===== src/rtl/multicycle_control_fsm.sv =====
// Multi-cycle MIPS sequencing controller.
// Moore outputs from state; mem_ready qualifies FETCH/MEMRD/MEMWR.
module multicycle_control_fsm #(
  parameter int STATE_W = 4
) (
  input  logic               clk,
  input  logic               reset,
  input  logic [5:0]         op_code,
  input  logic               zero,
  input  logic               mem_ready,
  output logic               PCEn,
  output logic               IorD,
  output logic               MemWrite,
  output logic               IRWrite,
  output logic               RegDst,
  output logic               MemtoReg,
  output logic               RegWrite,
  output logic               ALUSrcA,
  output logic [1:0]         ALUSrcB,
  output logic [1:0]         ALUOp,
  output logic [1:0]         PCSrc,
  output logic               Jal,
  output logic               Lui,
  output logic               instr_done,
  output logic               illegal_op,
  output logic [STATE_W-1:0] state
);

  typedef enum logic [3:0] {
    FETCH   = 4'd0,
    DECODE  = 4'd1,
    MEMADR  = 4'd2,
    MEMRD   = 4'd3,
    MEMWB   = 4'd4,
    MEMWR   = 4'd5,
    EXEC    = 4'd6,
    ALUWB   = 4'd7,
    BRANCH  = 4'd8,
    IEXEC   = 4'd9,
    IWB     = 4'd10,
    JUMP    = 4'd11,
    JAL     = 4'd12,
    LUI     = 4'd13,
    ILLEGAL = 4'd14,
    UNUSED  = 4'd15
  } state_t;

  localparam logic [5:0] OP_R    = 6'b000000;
  localparam logic [5:0] OP_LW   = 6'b100011;
  localparam logic [5:0] OP_SW   = 6'b101011;
  localparam logic [5:0] OP_BEQ  = 6'b000100;
  localparam logic [5:0] OP_ADDI = 6'b001000;
  localparam logic [5:0] OP_ANDI = 6'b001100;
  localparam logic [5:0] OP_ORI  = 6'b001101;
  localparam logic [5:0] OP_SLTI = 6'b001010;
  localparam logic [5:0] OP_J    = 6'b000010;
  localparam logic [5:0] OP_JAL  = 6'b000011;
  localparam logic [5:0] OP_LUI  = 6'b001111;

  state_t     st;
  state_t     nxt;
  logic [5:0] op_q;
  logic       pcwrite;
  logic       branch;

  // State register; opcode is latched in DECODE so later IR changes are ignored
  always_ff @(posedge clk or posedge reset) begin
    if (reset) begin
      st   <= FETCH;
      op_q <= 6'd0;
    end else begin
      st <= nxt;
      if (st == DECODE) op_q <= op_code;
    end
  end

  assign state = STATE_W'(st);

  // Next-state and Moore output decode; reset blanks every output at once
  always_comb begin
    nxt        = st;
    pcwrite    = 1'b0;
    branch     = 1'b0;
    IorD       = 1'b0;
    MemWrite   = 1'b0;
    IRWrite    = 1'b0;
    RegDst     = 1'b0;
    MemtoReg   = 1'b0;
    RegWrite   = 1'b0;
    ALUSrcA    = 1'b0;
    ALUSrcB    = 2'b00;
    ALUOp      = 2'b00;
    PCSrc      = 2'b00;
    Jal        = 1'b0;
    Lui        = 1'b0;
    instr_done = 1'b0;
    illegal_op = 1'b0;
    PCEn       = 1'b0;
    unique case (st)
      FETCH: begin
        ALUSrcB = 2'b01;
        if (mem_ready) begin
          IRWrite = 1'b1;
          pcwrite = 1'b1;
          nxt     = DECODE;
        end
      end
      DECODE: begin
        ALUSrcB = 2'b11;
        case (op_code)
          OP_R:    nxt = EXEC;
          OP_LW:   nxt = MEMADR;
          OP_SW:   nxt = MEMADR;
          OP_BEQ:  nxt = BRANCH;
          OP_ADDI: nxt = IEXEC;
          OP_ANDI: nxt = IEXEC;
          OP_ORI:  nxt = IEXEC;
          OP_SLTI: nxt = IEXEC;
          OP_J:    nxt = JUMP;
          OP_JAL:  nxt = JAL;
          OP_LUI:  nxt = LUI;
          default: nxt = ILLEGAL;
        endcase
      end
      MEMADR: begin
        ALUSrcA = 1'b1;
        ALUSrcB = 2'b10;
        nxt     = (op_q == OP_LW) ? MEMRD : MEMWR;
      end
      MEMRD: begin
        IorD = 1'b1;
        if (mem_ready) nxt = MEMWB;
      end
      MEMWB: begin
        MemtoReg   = 1'b1;
        RegWrite   = 1'b1;
        instr_done = 1'b1;
        nxt        = FETCH;
      end
      MEMWR: begin
        IorD     = 1'b1;
        MemWrite = 1'b1;
        if (mem_ready) begin
          instr_done = 1'b1;
          nxt        = FETCH;
        end
      end
      EXEC: begin
        ALUSrcA = 1'b1;
        ALUOp   = 2'b10;
        nxt     = ALUWB;
      end
      ALUWB: begin
        RegDst     = 1'b1;
        RegWrite   = 1'b1;
        instr_done = 1'b1;
        nxt        = FETCH;
      end
      BRANCH: begin
        ALUSrcA    = 1'b1;
        ALUOp      = 2'b01;
        PCSrc      = 2'b01;
        branch     = 1'b1;
        instr_done = 1'b1;
        nxt        = FETCH;
      end
      IEXEC: begin
        ALUSrcA = 1'b1;
        ALUSrcB = 2'b10;
        ALUOp   = (op_q == OP_ADDI) ? 2'b00 : 2'b11;
        nxt     = IWB;
      end
      IWB: begin
        RegWrite   = 1'b1;
        instr_done = 1'b1;
        nxt        = FETCH;
      end
      JUMP: begin
        PCSrc      = 2'b10;
        pcwrite    = 1'b1;
        instr_done = 1'b1;
        nxt        = FETCH;
      end
      JAL: begin
        PCSrc      = 2'b10;
        pcwrite    = 1'b1;
        RegWrite   = 1'b1;
        Jal        = 1'b1;
        instr_done = 1'b1;
        nxt        = FETCH;
      end
      LUI: begin
        RegWrite   = 1'b1;
        Lui        = 1'b1;
        instr_done = 1'b1;
        nxt        = FETCH;
      end
      ILLEGAL: begin
        illegal_op = 1'b1;
        instr_done = 1'b1;
        nxt        = FETCH;
      end
      default: nxt = FETCH;
    endcase
    PCEn = pcwrite | (branch & zero);
    if (reset) begin
      PCEn       = 1'b0;
      IorD       = 1'b0;
      MemWrite   = 1'b0;
      IRWrite    = 1'b0;
      RegDst     = 1'b0;
      MemtoReg   = 1'b0;
      RegWrite   = 1'b0;
      ALUSrcA    = 1'b0;
      ALUSrcB    = 2'b00;
      ALUOp      = 2'b00;
      PCSrc      = 2'b00;
      Jal        = 1'b0;
      Lui        = 1'b0;
      instr_done = 1'b0;
      illegal_op = 1'b0;
    end
  end

endmodule


===== config.mk =====
export PLATFORM = sky130hd
export DESIGN_NAME = multicycle_control_fsm
export DESIGN_NICKNAME = d
export VERILOG_FILES = /design/src/rtl/multicycle_control_fsm.sv
export SDC_FILE = /design/constraint.sdc
export NUM_CORES = 1
export LEC_CHECK = 0
export BUFFER_PORTS_ARGS = -buffer_cell sky130_fd_sc_hd__buf_2
export CAP_MARGIN = 20
export CORE_MARGIN = 2
export CORE_UTILIZATION = 45
export CTS_BUF_LIST = sky130_fd_sc_hd__clkbuf_8 sky130_fd_sc_hd__clkbuf_16
export DETAILED_ROUTE_END_ITERATION = 12
export PLACE_DENSITY_LB_ADDON = 0.1
export SLEW_MARGIN = 40
export SYNTH_ARGS = -nofsm -noshare
export SYNTH_HDL_FRONTEND = slang
export SYNTH_SLANG_ARGS = --single-unit

===== constraint.sdc =====
create_clock -name clk -period 2.9 [get_ports clk]
set_input_delay 0.58 -clock clk [delete_from_list [all_inputs] [get_ports clk]]
set_output_delay 0.58 -clock clk [all_outputs]
set_load 0.02 [all_outputs]

; ---- Word-level counts from Yosys, hierarchy flattened
; Cells that the tools add are included.
; W data, S select, Z words.
[word_totals]
word_cells = 83
regBits = 10
inputBits = 10
out_inout_bits = 22
[classes]
reduce_logical = 11
eq_ne = 29
bitwise_logic = 2
muxes = 39
[ops]
columns = op, n
row1 = $pmux W4 S7, 2
row2 = $eq A6 B4 Y1 const B, 6
row3 = $eq A4 B4 Y1 const B, 7
row4 = $mux W1, 24
row5 = $eq A6 B6 Y1 const B, 3
row6 = $eq A4 B3 Y1 const B, 4
row7 = $eq A6 B2 Y1 const B, 2
row8 = $mux W4, 3
row9 = $pmux W2 S3, 2
row10 = $eq A4 B2 Y1 const B, 2
row11 = $mux W2, 4
row12 = $reduce_or A2 Y1, 4
row13 = $reduce_or A4 Y1, 2
row14 = $reduce_or A8 Y1, 1
row15 = $eq A6 B3 Y1 const B, 1
row16 = $logic_not A6 Y1, 1
row17 = $ne A2 B2 Y1 const B, 3
row18 = $reduce_or A5 Y1, 1
row19 = $eq A4 B1 Y1 const B, 1
row20 = $logic_not A4 Y1, 1
row21 = $pmux W1 S2, 2
row22 = $pmux W2 S2, 1
row23 = $mux W3, 1
row24 = $reduce_and A3 Y1, 1
row25 = 2 further kinds, 2

; ---- Logic depth before layout (Yosys ltp)
[logic_depth]
ltp_word = 5
ltp_mapped = 6
depth_no_buf = 4

; ---- Least setup slack after synthesis
; OpenSTA, ideal clock, no wires.
[synth_timing]
path_kind = register -> output
start = reg st[3] (netlist: state[3])
end = out ALUOp[0]
arrival_time_ns = 1.894
required_ns = 2.320
setup_slack_ns = 0.426
path_buffers = 1
path_stages_with_launch = 4
path_cell_list = dfrtp_1 buf_2 nand2b_1 a2111oi_0
[synth_between]
elab_chain_cells = 3
[synth_lines]
columns = item, line_no
row1 = start: declaration, 60  ; state_t st;
row2 = start signal: assignment, 72  ; st <= nxt;
row3 = $eq A4 B4 Y1 or $eq A4 B3 Y1 (tied branches), 99  ; unique case (st)
row4 = $pmux W2 S3 *, 99
row5 = $mux W2 *, 206  ; if (reset) begin
row6 = end: declaration, 20  ; output logic [1:0] ALUOp,
; Every way passes the cells marked *; elsewhere a longest branch is shown, timed or not.

; ---- Final worst setup path
; Ends and elaborated chain as after synthesis.

==> metrics <==
# Post-CTS Setup Buffers 0; Yosys Warn Count 0; first-pass GRT wire length 3930 µm; status completed; Worst EP arrival 1.92 ns; Routability Congestion between 0.8 and 0.9; synthesis-stage register bit count 10; clock sink count 10; Unique masters post-synth 38; fin nets between 150 and 200; initial antenna violation count 0; global route overflow 0; Setup TNS 0 ns; # hold bufs at CTS 0; Largest delay share family, worst path flip-flops; Cell Chain, Critical Path nand2b_1 > a2111oi_0 > buf_2; Synth Instances 119; port bufs 31; Row Count 16; Cell Area, Synth roughly 960 µm²; Bufs on Longest Clock Path 2; n_diodes 0; R2R Path Start state[2]; Slew Viols, Final 0; DIE AREA roughly 0.0025 mm²; Avg Vias per Cell about 5.7; vias in the first global route 889; wire per inst 13.5 µm; Worst Skew between 0.001 and 0.0015 ns; Worst path slowest cell dfrtp_1; clk slew on worst S/H paths around 0.050 ns; pin slew with the least headroom to its limit about 0.63 ns; Die Wd 50.1 µm; Max stage delay on crit path ~0.74 ns; Rel. slew slack 0.579; type of origin of the critical path flop; Routed Antenna Nets 0; worst-case hold slack roughly 0.48 ns; RSZ-0062 raised after global routing no; initial core utilization 0.482; WP buf/inv 1; Final Setup Violations 0; Tcrit/Tclk final 0.863; initial drt markers 12; Hold Path Class in -> async; Core Box Area about 0.0020 mm²; Die Y ~50 µm; PwrDens 987 mW/mm²; Fill cells 209; TritonCTS buffer count 3; DRT Pass-1 Iters 4; dpl hpwl about 1800 µm; IO Pins 32; largest net degree at the start of global routing 21; worst-path maximum fanout 20; WS Path Type reg -> out; DR DRC count 0; layout cell share with drive strength beyond 1 0.338; Fmax 399 MHz; GRT Util Overall 0.202; sequential area share after synthesis 0.262; Worst Setup SP state[3]; via count 974; Synth Area per Inst around 8 µm²; CP required 2.32 ns; Syn Nets 129; Worst Setup End Kind output pin; Detailed Route WL roughly 2300 µm; max_cap viols 0; CTS tree built; min Tclk post-route between 2 and 3 ns; P_leak ~0.51 nW; Post-CTS Resized 0; Area growth syn-to-layout 20.9%; Peak supply drop 0.000517 V; Clock Latency Late Sink ~0.23 ns; final hold vios 0; htree depth 1; Root Buffer Master clkbuf_8
cell type report:
cell class                      count  area, µm²  area share
Multi-Input combinational cell     96        636       0.550
Sequential cell                    10        250       0.216
Timing Repair Buffer               34        178       0.154
Clock buffer                        4       55.1      0.0476
Tap cell                           27       33.8      0.0292
Inverter                            1       3.75     0.00325
kinds of logic after synthesis:
family	synth area share
AOI/OAI and AO/OA	0.213
xor gates and xnor gates	0.00916
buffers and inverters	0.0733
DFF	0.262
muxes	0.102
and+or+nand+nor	0.340
flip-flops by register name, summed over array words and instances, names as in the netlist:
| name | cells |
|---|---|
| op_q | 6 |
| state | 4 |
synthesized netlist by cell type (all sizes together):
cell     instances  share of area
nor4bb           1          0.010
buf              9          0.058
dfrtp           10           0.26
o21ai            3          0.016
nand3            3          0.016
or4              2          0.020
o31a             1         0.0092
and4b            1          0.010
a21oi            8          0.042
mux2i            3          0.031
nor4b            2          0.034
nor3             7          0.037
a2111oi          2          0.038
a211oi           1         0.0079
or3b             1         0.0092
mux2             6          0.071
o31ai            1         0.0079
o32a             3          0.031
nor4             2          0.013
nor2b            1         0.0065
a31oi            3          0.020
nor2            18          0.071
inv              1         0.0039
o21a             1         0.0079
or2              1         0.0065
o32ai            1         0.0092
clkbuf           3          0.012
and3             1         0.0065
nand2b          10          0.065
xnor2            1         0.0092
a211o            1         0.0092
nand2            9          0.035
o211ai           2          0.016
per-layer routing:
| metal | GRT usage | part of all wire |
|---|---|---|
| met2 | 0.351 | 0.50 |
| met5 | 0 | 0 |
| met4 | 0.0880 | 0.013 |
| met1 | 0.241 | 0.44 |
| met3 | 0.0333 | 0.051 |
cells in the final DEF (no fill, tap or decap), types with 2 or more instances in the layout:
cell type	n
dfrtp_1	10
a21oi_1	8
nor4_1	2
nor2_1	18
o32a_1	3
nand2b_1	10
o211ai_1	2
o21ai_0	3
nand3_1	3
clkbuf_8	4
buf_4	3
mux2i_1	3
nand2_1	9
nor3_1	7
mux2_2	6
buf_2	31
a31oi_1	3
worst paths after layout:
check / cells after the start / end / slack (ns)
worst max-delay path: 3 / ALUOp[0] / 0.40
worst min-delay path: 3 / op_q[3] / 0.48
worst max register to register: 5 / state[2] / 0.96
worst min register to register: 1 / op_q[4] / 0.52
max in group asynchronous: 3 / state[0] / 2.27
min in group clk: 1 / op_q[4] / 0.52
tightest hold or removal path, cell delays in order:
cell	delay, ns
buf_2	0.18
inv_1	0.10
buf_4	0.20
per-stage QoR:
stage	instances	worst slack, ns	utilization	area [µm²]	power (W)
4_1_cts	172	0.444	0.583	1160	0.00115
5_1_grt	172	0.305	0.583	1160	0.00123
3_5_place_dp	168	0.700	0.556	1100	0.000969
3_3_place_gp	168	0.758	0.556	1100	0.000956
6_report	172	0.397	0.583	1160	0.00114
2_1_floorplan	119	0.426	-	956	0.000825
power breakdown:
group	internal, W	switching, W
logic	0.000285	0.000351
clock network	0.000119	0.0000533
registers	0.000208	0.000124
total	0.000613	0.000529
(Power assumes the default switching activity.)
